$ cat config.mk
export PLATFORM = sky130hd
export DESIGN_NAME = io_read_port_buffer
export DESIGN_NICKNAME = d
export VERILOG_FILES = /design/src/rtl/io_read_port_buffer.sv
export SDC_FILE = /design/constraint.sdc
export NUM_CORES = 1
export LEC_CHECK = 0
export BUFFER_PORTS_ARGS = -buffer_cell sky130_fd_sc_hd__buf_2
export CAP_MARGIN = 20
export CORE_MARGIN = 8
export CORE_UTILIZATION = 30
export DETAILED_ROUTE_END_ITERATION = 8
export PLACE_DENSITY = 0.48
export SLEW_MARGIN = 20
export SYNTH_ARGS = -nofsm -noshare
export SYNTH_HDL_FRONTEND = slang
export SYNTH_SLANG_ARGS = --single-unit
$ cat constraint.sdc
create_clock -name clock -period 2.6 [get_ports clock]
set_clock_uncertainty 0.2 [all_clocks]
set_input_delay 0.13 -clock clock [delete_from_list [all_inputs] [get_ports clock]]
set_output_delay 0.13 -clock clock [all_outputs]
set_load 0.01 [all_outputs]
$ cat src/rtl/io_read_port_buffer.sv
`default_nettype none
// ============================================================================
//  Module      : io_read_port_buffer
//  Description : Per-port show-ahead receive FIFO feeding the I/O read stage.
//                Ready/valid input side, read_EF/read_rden output side.
//  Revision    : 1.0 - initial release
// ============================================================================
module io_read_port_buffer #(
    parameter int WORD_WIDTH  = 36,
    parameter int DEPTH       = 4,
    parameter int COUNT_WIDTH = 5
) (
    input  logic                   clock,
    input  logic                   reset_n,
    input  logic                   in_valid,
    output logic                   in_ready,
    input  logic [WORD_WIDTH-1:0]  in_data,
    input  logic                   read_rden,
    output logic                   read_EF,
    output logic [WORD_WIDTH-1:0]  read_data,
    output logic [COUNT_WIDTH-1:0] count,
    output logic                   underflow
);

    localparam int                     c_ptr_width = $clog2(DEPTH);
    localparam logic [c_ptr_width-1:0] c_last_ptr  = c_ptr_width'(DEPTH - 1);
    localparam logic [COUNT_WIDTH-1:0] c_depth     = COUNT_WIDTH'(DEPTH);
    localparam logic [COUNT_WIDTH-1:0] c_one       = COUNT_WIDTH'(1);

    logic [WORD_WIDTH-1:0]  r_mem [DEPTH];
    logic [c_ptr_width-1:0] r_wr_ptr;
    logic [c_ptr_width-1:0] r_rd_ptr;
    logic [COUNT_WIDTH-1:0] r_count;
    logic                   r_underflow;

    logic w_not_empty;
    logic w_push;
    logic w_pop;

    assign w_not_empty = (r_count != '0);
    assign in_ready    = (r_count != c_depth);
    assign w_push      = in_valid & in_ready;
    assign w_pop       = read_rden & w_not_empty;

    assign read_EF   = w_not_empty;
    assign read_data = w_not_empty ? r_mem[r_rd_ptr] : '0;
    assign count     = r_count;
    assign underflow = r_underflow;

    // Storage has no reset; read_data is masked while empty instead.
    always_ff @(posedge clock) begin
        if (reset_n && w_push) begin
            r_mem[r_wr_ptr] <= in_data;
        end
    end

    always_ff @(posedge clock) begin
        if (!reset_n) begin
            r_wr_ptr    <= '0;
            r_rd_ptr    <= '0;
            r_count     <= '0;
            r_underflow <= 1'b0;
        end else begin
            if (w_push) begin
                r_wr_ptr <= (r_wr_ptr == c_last_ptr) ? '0 : r_wr_ptr + 1'b1;
            end
            if (w_pop) begin
                r_rd_ptr <= (r_rd_ptr == c_last_ptr) ? '0 : r_rd_ptr + 1'b1;
            end
            if (w_push && !w_pop) begin
                r_count <= r_count + c_one;
            end else if (w_pop && !w_push) begin
                r_count <= r_count - c_one;
            end
            if (read_rden && !w_not_empty) begin
                r_underflow <= 1'b1;
            end
        end
    end

endmodule
`default_nettype wire

### Word level (Yosys, flattened, before mapping)

Memories as Yosys holds them, arrays and structs flattened. A register that Yosys moved wholly into a read port is not among the register bits.
Index checks and enable logic that the tools add are counted.

| word-level totals | value |
|---|---|
| register bits after elaboration | 10 |
| RAM bits | 144 |
| input bits | 40 |
| output and inout port bits | 44 |
| logic and storage cells | 32 |
| memories kept | 1 |

| operators by class | value |
|---|---|
| add/sub/neg operators | 4 |
| equal/unequal tests | 3 |
| mux-type cells | 9 |
| bitwise operators | 2 |
| reduce and logical (&&, ||, !) cells | 9 |

Memories:

| name | words | bits a word | read ports | clocked after Yosys merged registers in | write ports | line | source |
|---|---|---|---|---|---|---|---|
| r_mem | 4 | 36 | 1 | 1 | 1 | 30 | `logic [WORD_WIDTH-1:0] r_mem [DEPTH];` |

Operators with widths:

| operator | count |
|---|---|
| $mux W36 | 1 |
| $mux W5 | 2 |
| $mux W2 | 4 |
| $add A5 B1 Y5 const B | 1 |
| $ne A5 B3 Y1 const B | 1 |
| $reduce_bool A5 Y1 | 1 |
| $sub A5 B1 Y5 const B | 1 |
| $add A2 B1 Y2 const B | 2 |
| $eq A2 B2 Y1 const B | 2 |
| $logic_and A1 B1 Y1 | 4 |
| $logic_not A1 Y1 | 3 |
| $and A1 B1 Y1 | 2 |
| $mux W1 | 2 |
| $reduce_bool A2 Y1 | 1 |

### Depth between registers and ports, before layout

Gate-level depths: netlist of the first run.

| logic depth | value |
|---|---|
| depth after elaboration | 6 |
| gate-level depth with buffers | 9 |
| depth with buffers taken out | 9 |

### Worst setup path after synthesis of the first run

No wires, ideal clock.

| timing path | value |
|---|---|
| kind | register -> register |
| start point | reg r_count[0] (netlist: count[0]) |
| end point | reg r_count[3] (netlist: count[3]) |
| library setup time | 0.062 ns |
| arrival time | 2.486 ns |
| data required time | 2.338 ns |
| path slack | -0.148 ns |
| cell stages (with the launch flop) | 10 |
| buffers on the path | 0 |
| period minus slack after synthesis | 2.748 ns |
| path through | dfxtp_1 -> or4_4 -> o21ai_4 -> ha_1 -> inv_1 -> ha_1 -> a21o_1 -> a21oi_1 -> or4b_2 -> nand3_1 |

| between the ends | value |
|---|---|
| longest elaborated chain between the ends | 5 |
| elaborated cells on any way between the ends | 13 |
| those cells by class | 2 x add/sub; 1 x eq/ne; 2 x mux; 2 x bitwise; 6 x reduce/logical |

RTL lines:

| what | line | source |
|---|---|---|
| start, declared | 33 | `logic [COUNT_WIDTH-1:0] r_count;` |
| start signal, assigned | 71 | `r_count <= r_count + c_one;` |
| start signal, assigned | 73 | `r_count <= r_count - c_one;` |
| parallel branches: the longest is 5 deep, another holds $sub A5 B1 Y5 | -- |  |

Parallel ways; which one is timed is not known. The select of a mux whose other input is x is not followed.
A chain may end at the register's enable or synchronous reset.

### Final worst setup path of the first run

| timing path | value |
|---|---|
| start point | reg r_count[1] (netlist: count[1]) |
| end point | reg r_count[3] (netlist: count[3]) |

The elaborated chain is that of the path after synthesis.

==> results of run 1 <==
==> per-layer routing <==
metal	part of all wire	vias to the layer above	global-route usage
met5	0	-	0
met4	0.0070	0	0.0309
met3	0.041	6	0.0362
met2	0.47	64	0.171
met1	0.48	1688	0.138
li1	-	1487	-
==> tightest hold or removal path, delay by kind of cell <==
family | cells | cell delay (ps)
AO/OA/AOI/OAI | 1 | 170
buffers and inverters | 2 | 260
multiplexers | 1 | 140
AND/OR/NAND/NOR | 1 | 50
==> metrics by stage <==
step | TNS (ps) | hold slack (ps) | power, W
3_3_place_gp | 0 | 145 | 0.00534
5_1_grt | -19.8 | 214 | 0.00815
6_report | 0 | 191 | 0.00772
2_1_floorplan | 0 | 28.9 | 0.00451
3_5_place_dp | 0 | 148 | 0.00535
4_1_cts | 0 | 178 | 0.00780
==> layout make-up <==
type                    count  area (sq um)
flip-flops and latches    156          4580
repair buffers            141           973
inverters                   4          17.5
well taps                 270           338
multi-input cells         126          1540
fillers                  1909         12200
clock buffers              21           440
clock inverters            10           116
==> placed cells by master, fill, tap and decap left out, drive strengths merged, types with 2 or more instances in the layout <==
| cell | instances |
|---|---|
| nor2b | 41 |
| bufinv | 2 |
| clkbuf | 21 |
| clkinvlp | 3 |
| and2 | 2 |
| edfxtp | 144 |
| dlygate4sd3 | 39 |
| nand3 | 3 |
| mux4 | 36 |
| ha | 9 |
| nor2 | 3 |
| and3 | 4 |
| clkinv | 3 |
| mux2i | 5 |
| a21oi | 3 |
| inv | 6 |
| buf | 102 |
| dfxtp | 12 |
| a21boi | 2 |
| nand2 | 4 |
| o21ai | 2 |
| xnor2 | 2 |
==> kinds of logic after synthesis <==
family | after synthesis
AOI/OAI and AO/OA | 10
xor gates and xnor gates | 2
adders and majority gates | 10
buffers and inverters | 18
DFF | 156
muxes | 41
and+or+nand+nor | 63
==> power by group <==
| part | leakage [nW] | internal (W) | switching, W |
|---|---|---|---|
| registers | 1.41 | 0.00294 | 0.0000780 |
| logic | 1.12 | 0.00112 | 0.00122 |
| clock network | 0.259 | 0.00141 | 0.000952 |
| total | 2.79 | 0.00547 | 0.00225 |
==> registers in the layout, summed over array words and instances, names as in the netlist, named ones only <==
| register | count |
|---|---|
| count | 5 |
| r_mem | 144 |
| r_rd_ptr | 2 |
| r_wr_ptr | 2 |
| underflow | 1 |
==> worst min path at each step <==
stage                            from      endpoint  slack, ps  depth (start not counted)
after CTS                    in_valid   r_wr_ptr[0]        180                          5
after detailed placement  in_data[19]  r_mem[3][19]        150                          1
after global routing         in_valid   r_wr_ptr[1]        210                          5
after global placement    in_data[16]  r_mem[3][16]        150                          1
final                        in_valid   r_wr_ptr[0]        190                          5
after floorplan            in_data[0]   r_mem[0][0]         30                          0
==> repair_timing <==
item                                    in CTS  in global routing
pin swaps                                    0                  6
hold buffers                                39                  0
gates cloned                                 0                  0
endpoints found under the setup margin       1                  2
setup buffers                                0                  2
endpoints found under the hold margin      156                  0
resized for setup                            1                  6
==> summary.md, run 1 <==
| Metric | Value |
|---|---|
| Critical Path Stages | 9 |
| Mapped Nets | 350 |
| Clock root buffer | clkbuf_16 |
| Finished Layout Cells | approximately 730 |
| Area grow syn2layout | 30.3% |
| RePlAce Congestion | 0.707 |
| Vias post-DR | 3245 |
| Critical path buffer and inverter count | 1 |
| Cell count after synthesis | 300 |
| IO buf count | 83 |
| Core area | roughly 20000 sq um |
| Initial antenna violation count | 0 |
| Xor/xnor share of the synthesized area | 0.00285 |
| R2r setup slk | 80 ps |
| Max FO, Critical Path | 5 |
| Clk sinks | approximately 160 |
| Final antenna-violating net count | 0 |
| Slew Limit Headroom | 0.701 |
| Top post-synthesis cells by count | 144 x edfxtp_1, 41 x nor2b_1, 36 x mux4_2 |
| Routed WL per cell | 18.4 microns |
| Place WS | 17.6 ps |
| Worst vdd ir | ~0.47 mV |
| CTS buffer count | 17 |
| CTS tree | yes |
| CTS Buffer Depth | 2 |
| CP Data Arrival Time | about 2700 ps |
| Critical path capture point type | register |
| Layout cells sized above 1 | 0.404 |
| DR iter-0 viols | around 180 |
| Fin crit period | about 2500 ps |
| # placed instances | roughly 660 |
| Fmax | 396 MHz |
| Kind of start point of the critical path | register |
| Width of the die | around 160 microns |
| Initial Util | 0.305 |
| Largest net degree at the start of global routing | 37 |
| Number of diodes | 0 |
| Vias in the first global route | 3633 |
| Critical path, cell by cell | or4_4 -> o21ai_4 -> ha_4 -> inv_4 -> ha_4 -> a21o_1 -> a21oi_2 -> or4b_4 -> nand3_2 |
| Max Slew Vio Count | 0 |
| Final net count | roughly 500 |
| P_leak | about 2.8 nW |
| Row Count | between 50 and 60 |
| Reg-to-reg critical path startpoint | count[1] |
| DIE AREA | between 20000 and 30000 sq um |
| Via density per instance | ~4.5 |
| Data required time of the worst path | roughly 2800 ps |
| Final setup viols | 0 |
| Worst-Skew Late Latency | around 400 ps |
| Area after DPL | about 7000 sq um |
| First-pass GRT wire length | 20800 microns |
| Slowest stage delay, CP | around 530 ps |
| Clk slew on worst S/H paths | roughly 60 ps |
| Critical path type | register to register |
| Hold Path Class | primary input to register |
| Power Density | between 900 and 1000 nW/um^2 |
| CP top delay family | simple AND/OR/NAND/NOR gates |
| Post-synthesis simple-gate area fraction | 0.0629 |
| Detail Placement HPWL | slightly below 8000 microns |
| Final instance area | about 8000 sq um |
| Util after Layout | 0.397 |
| CP Capture Point | count[3] |
| Synthesized area per cell | 20.5 sq um |
| Sequential share of the synthesized area | 0.743 |
| GR Util All Layers | 0.108 |
| RR Endpoint | count[3] |
| Count of flip-flops with a built-in enable after synthesis | between 100 and 150 |
| Global route overflow | 0 |
| CP startpoint | count[1] |
| Post-synth top area share | 0.704 |
| Yosys Warn Count | 0 |
| Top-count cell post-synth | edfxtp_1 |
| Unique masters post-synth | 33 |
| Worst slew pin tran | between 400 and 500 ps |
| R2R cell count | 9 |
| Number of I/O pins | 84 |
| Area leader, netlist | edfxtp_1 |
| Top cells by area, synth | edfxtp_1 70%, mux4_2 13%, nor2b_1 4.2% |
| Worst setup margin | between 70 and 80 ps |
| Critical-path top delay cell | or4_4 |
| Number of detailed-route iterations in the first pass | 4 |
| CTS HTree Levels | 4 |
| Total wire length | around 13000 microns |
| Synth Area in Adders | 0.0216 |
| Seq cells post-synth | ~160 |
| Largest family of logic cells by synthesized area | multiplexers |
| Final Cycle Share | 0.971 |
| Residual DRC | 0 |
| Mapped cell area | between 6000 and 7000 sq um |
| Die height | between 150 and 200 microns |
| Cell mode on critical path | ha_4 |
| Final hold viol count | 0 |
| Fraction of registers with async set/reset | 0 |
| Max cap viols | 0 |
| Synth Area in Compound Gates | 0.0124 |
| Synth Flop Type | edfxtp_1 |
| Multiplexer share of the synthesized area | 0.140 |
| Status | complete, no violations |
Note: power is estimated with default switching activity, not from simulation.
==> run 2: changes to the inputs <==
--- a/config.mk
+++ b/config.mk
@@ -7,10 +7,12 @@
 export LEC_CHECK = 0
 export BUFFER_PORTS_ARGS = -buffer_cell sky130_fd_sc_hd__buf_2
 export CAP_MARGIN = 20
+export CELL_PAD_IN_SITES_DETAIL_PLACEMENT = 1
+export CELL_PAD_IN_SITES_GLOBAL_PLACEMENT = 2
 export CORE_MARGIN = 8
 export CORE_UTILIZATION = 30
 export DETAILED_ROUTE_END_ITERATION = 8
-export PLACE_DENSITY = 0.48
+export PLACE_DENSITY = 0.59
 export SLEW_MARGIN = 20
 export SYNTH_ARGS = -nofsm -noshare
 export SYNTH_HDL_FRONTEND = slang
==> run 2 against run 1 <==
Against the previous run: combinational power hardly changed; via count increased by 1.0%; clock-buffer cell count decreased by 4; largest power group unchanged; largest cell class unchanged; power up 2.1%; core utilization grew 0.27 points; cell area up 0.69%.
==> summary.md, run 2 (synthesis gave the netlist of run 1 again) <==
| Metric | Value |
|---|---|
| Max Slew Vio Count | 0 |
| Number of detailed-route iterations in the first pass | 4 |
| Max reg flops | about 140 |
| Final net count | 497 |
| Kind of start point of the critical path | register |
| Commonest non-fill, non-tap cell in the layout | edfxtp_1 |
| Critical-path top delay cell | or4_4 |
| Worst setup margin | 63.2 ps |
| Initial Util | 0.305 |
| CP top delay family | simple AND/OR/NAND/NOR gates |
| IO buf count | 83 |
| Slowest stage delay, CP | 510 ps |
| Max FO, Critical Path | 5 |
| Final Cycle Share | 0.976 |
| Power Density | just under 1000 nW/um^2 |
| Final hold viol count | 0 |
| Clk sinks | roughly 160 |
| Initial antenna violation count | 0 |
| Register with the most flip-flops | r_mem |
| Critical path buffer and inverter count | 1 |
| Area after DPL | around 7000 sq um |
| Final setup viols | 0 |
| Vias post-DR | about 3300 |
| Data required time of the worst path | approximately 2800 ps |
| RePlAce Congestion | ~0.7 |
| DIE AREA | around 25000 sq um |
| Critical path, cell by cell | or4_4 -> o21ai_4 -> ha_4 -> inv_6 -> ha_4 -> a21o_1 -> a21oi_2 -> or4b_4 -> nand3_2 |
| Most frequent cells in the layout | 144 x edfxtp_1, 83 x buf_2, 41 x nor2b_1 |
| CTS HTree Levels | 4 |
| Number of I/O pins | 84 |
| CTS tree | yes |
| Total wire length | between 10000 and 15000 microns |
| P_leak | 2.83 nW |
| First-pass GRT wire length | roughly 21000 microns |
| Routed WL per cell | 18.4 microns |
| Detail Placement HPWL | roughly 8400 microns |
| Number of diodes | 0 |
| Place WS | ~25 ps |
| Critical path type | register to register |
| Final antenna-violating net count | 0 |
| Die height | approximately 160 microns |
| Via density per instance | around 4.5 |
| Layout cells sized above 1 | 0.420 |
| Vias in the first global route | ~3800 |
| Worst-Skew Late Latency | 420 ps |
| Finished Layout Cells | 730 |
| Hold Path Class | primary input to register |
| DR iter-0 viols | 105 |
| Slew Limit Headroom | 0.712 |
| CTS Buffer Depth | 2 |
| Worst vdd ir | between 0.5 and 0.6 mV |
| CTS buffer count | 17 |
| Fmax | ~400 MHz |
| Cell mode on critical path | ha_4 |
| Clock root buffer | clkbuf_16 |
| Max cap viols | 0 |
| Fin crit period | ~2500 ps |
| Global route overflow | 0 |
| Residual DRC | 0 |
| Core area | approximately 20000 sq um |
| Clk slew on worst S/H paths | 60 ps |
| Status | complete, no violations |
| Width of the die | 159 microns |
| GR Util All Layers | 0.109 |
| Largest net degree at the start of global routing | 23 |
| Critical path capture point type | register |
| Area grow syn2layout | 31.2% |
| WHS | roughly 200 ps |
| Row Count | between 50 and 60 |
| CP Data Arrival Time | approximately 2700 ps |
| Worst slew pin tran | around 430 ps |
| Final instance area | 8060 sq um |
| # placed instances | 658 |
[run 2: cell count changes in the layout (fill, tap and decap cells not counted), sizes merged]
cell	previous run	this run
bufinv	2	3
clkinvlp	3	1
inv	6	7
clkinv	3	8
clkbuf	21	17
buf	102	103
[run 2: where the power goes]
| group | leakage [nW] | switching [W] | internal [W] | total (W) |
|---|---|---|---|---|
| registers | 1.41 | 0.0000869 | 0.00293 | 0.00302 |
| logic | 1.13 | 0.00123 | 0.00115 | 0.00237 |
| clock network | 0.292 | 0.000980 | 0.00151 | 0.00249 |
[run 2: timing repair]
| item | CTS | global route |
|---|---|---|
| hold buffers | 39 | 0 |
| endpoints found under the setup margin | 0 | 3 |
| gates resized for setup | 0 | 10 |
| endpoints found under the hold margin | 156 | 0 |
| setup buffers | 0 | 1 |
[run 2: worst min-delay path, delay by kind of cell]
family                 cells  cell delay [ps]
and+or+nand+nor            1               60
AOI/OAI and AO/OA          1              170
muxes                      1              140
buffers and inverters      2              260
[run 2: through the flow]
| stage | utilization | power [W] | TNS (ps) |
|---|---|---|---|
| CTS | 0.396 | 0.00795 | 0 |
| finish | 0.400 | 0.00788 | 0 |
| global placement | 0.348 | 0.00536 | 0 |
| detailed placement | 0.348 | 0.00538 | 0 |
| floorplan | - | 0.00451 | 0 |
| global route | 0.400 | 0.00831 | -14.9 |
[run 2: final timing paths]
check | startpoint | to | slack, ps | cells after the start
worst min register to register | count[4] | count[4] | 330 | 2
worst min-delay path | in_valid | r_wr_ptr[1] | 200 | 5
worst max-delay path | count[3] | count[3] | 60 | 9
worst max register to register | count[3] | count[3] | 60 | 9
[run 2: metal layers]
metal / global-route usage / routed length [microns] / up-vias
met5: 0 / 0 / -
met4: 0.0386 / 150 / 0
met3: 0.0367 / 657 / 15
met2: 0.178 / 6550 / 69
met1: 0.133 / 6070 / 1707
li1: - / - / 1487
[run 2: area by class of cell]
| type | instances | area, sq um |
|---|---|---|
| Fill cell | 2019 | 12100 |
| Sequential cell | 156 | 4570 |
| Multi-Input combinational cell | 126 | 1560 |
| Timing Repair Buffer | 142 | 968 |
| Clock buffer | 17 | 425 |
| Tap cell | 270 | 338 |
| Clock inverter | 15 | 170 |
| Inverter | 4 | 20.0 |
==> run 3: changes to the inputs <==
--- a/config.mk
+++ b/config.mk
@@ -10,9 +10,9 @@
 export CELL_PAD_IN_SITES_DETAIL_PLACEMENT = 1
 export CELL_PAD_IN_SITES_GLOBAL_PLACEMENT = 2
 export CORE_MARGIN = 8
-export CORE_UTILIZATION = 30
+export CORE_UTILIZATION = 25
 export DETAILED_ROUTE_END_ITERATION = 8
-export PLACE_DENSITY = 0.59
+export PLACE_DENSITY = 0.51
 export SLEW_MARGIN = 20
 export SYNTH_ARGS = -nofsm -noshare
 export SYNTH_HDL_FRONTEND = slang
==> run 3 against run 2 <==
Against the previous run: global-route usage decreased by 0.76 points; core utilization shrank 6.2 points; register-to-register slack barely moved; cell area increased by 1.7%; largest power group unchanged; worst setup slack got worse by 13 ps; clock-buffer cell count increased by 1; wire length up 7.4%; largest cell class unchanged; flip-flop and latch count did not move.
==> summary.md, run 3 (synthesis gave the netlist of run 1 again) <==
| Metric | Value |
|---|---|
| Status | complete, no violations |
| IO buf count | a little over 80 |
| Fin crit period | between 2000 and 3000 ps |
| Detail Placement HPWL | between 9000 and 10000 microns |
| Worst slew pin tran | 474 ps |
| DR iter-0 viols | 128 |
| Row Count | 57 |
| Clock root buffer | clkbuf_16 |
| Data required time of the worst path | 2770 ps |
| Layout cells sized above 1 | 0.430 |
| Worst setup margin | roughly 50 ps |
| Number of diodes | 0 |
| Register with the most flip-flops | r_mem |
| Clk slew on worst S/H paths | roughly 70 ps |
| Critical path type | register to register |
| RePlAce Congestion | about 0.69 |
| CTS HTree Levels | 4 |
| Routed WL per cell | around 18 microns |
| Area grow syn2layout | 33.4% |
| CTS tree | yes |
| Critical path capture point type | register |
| Clk sinks | ~160 |
| Place WS | around 5.6 ps |
| Sequential Area | approximately 4600 sq um |
| Final setup viols | 0 |
| CTS Buffer Depth | 2 |
| CTS buffer count | 17 |
| Final Cycle Share | 0.981 |
| Final Power | around 0.0080 W |
| Filler cells | 2487 |
| RSZ-0062 raised after global routing | yes |
| First-pass GRT wire length | around 23000 microns |
| Final antenna-violating net count | 0 |
| Most frequent cells in the layout | 144 x edfxtp_1, 83 x buf_2, 41 x nor2b_1 |
| Slew Limit Headroom | 0.684 |
| Number of I/O pins | 84 |
| Total wire length | between 10000 and 15000 microns |
| Worst vdd ir | roughly 0.39 mV |
| Fmax | 392 MHz |
| Worst-Skew Late Latency | 420 ps |
| Via density per instance | about 4.1 |
| Initial antenna violation count | 0 |
| Die height | roughly 170 microns |
| DIE AREA | between 20000 and 30000 sq um |
| Max Slew Vio Count | 0 |
| Max reg flops | roughly 140 |
| Max FO, Critical Path | 5 |
| Core area | 24200 sq um |
| Global route overflow | 0 |
| Final hold viol count | 0 |
| Vias in the first global route | about 3800 |
| Util after Layout | 0.338 |
| Kind of start point of the critical path | register |
| Number of detailed-route iterations in the first pass | 4 |
| CP startpoint | count[3] |
| Vias post-DR | 3281 |
| Initial Util | 0.253 |
| Reg-to-reg critical path startpoint | count[3] |
| Hold_sp | in_valid |
| Largest net degree at the start of global routing | 24 |
| Hold Path Class | primary input to register |
| WHS | between 150 and 200 ps |
| Final net count | 504 |
| CP Data Arrival Time | 2720 ps |
| Width of the die | ~170 microns |
| P_leak | roughly 2.9 nW |
| GR Util All Layers | 0.101 |
| Max cap viols | 0 |
| Footprint of the multi-input gates | 1560 sq um |
| Power Density | 971 nW/um^2 |
| Residual DRC | 0 |
| Commonest non-fill, non-tap cell in the layout | edfxtp_1 |
[run 3: changes by cell type in the layout (fill, tap and decap cells not counted), sizes merged]
cell,previous run,this run
clkinvlp,1,3
bufinv,3,2
buf,103,110
inv,7,10
clkinv,8,3
clkbuf,17,18
[run 3: path summary, 6_finish.rpt]
path | end | slack (ps) | cells after the start
min | r_wr_ptr[0] | 180 | 5
max reg2reg | count[3] | 50 | 9
min reg2reg | register | 320 | 2
max | count[3] | 50 | 9
[run 3: report_power, final]
part	leakage (nW)	internal, W	switching (W)
Sequential	1.41	0.00294	0.000113
Combinational	1.17	0.00120	0.00123
Clock	0.280	0.00143	0.00105
Total	2.86	0.00557	0.00239
[run 3: repair_timing]
| item | 4_1_cts | 5_1_grt |
|---|---|---|
| buffers inserted | 0 | 5 |
| endpoints found under the setup margin | 1 | 2 |
| endpoints found under the hold margin | 153 | 0 |
| gates cloned | 0 | 0 |
| resized for setup | 0 | 10 |
| hold buffers | 39 | 0 |
| pin swaps | 1 | 8 |
[run 3: area by class of cell]
| class | instances | share of cell area |
|---|---|---|
| well taps | 324 | 0.0495 |
| inverters | 4 | 0.00244 |
| clock inverters | 14 | 0.0191 |
| repair buffers | 149 | 0.128 |
| multi-input cells | 126 | 0.190 |
| clock buffers | 18 | 0.0524 |
| flip-flops and latches | 156 | 0.558 |
[run 3: per-stage QoR]
stage                     TNS (ps)  area [sq um]  cells
after floorplan                  0          6180    300
after global placement           0          7130    715
after detailed placement         0          7130    715
after CTS                        0          8100    786
after global routing         -17.2          8190    791
final                            0          8190    791
[run 3: per-layer routing]
metal	vias up	GRT usage	wire length, microns
met4	0	0.0345	187
met3	16	0.0335	659
met2	73	0.168	7020
li1	1502	-	-
met5	-	0	0
met1	1690	0.123	6560
[run 3: critical path, cell delays in order, from the launching register on]
cell     delay, ps
dfxtp_2        320
or4_4          550
o21ai_4        190
ha_4           180
inv_6           50
ha_4           240
a21o_1         110
a21oi_2         60
or4b_4         520
nand3_2         70
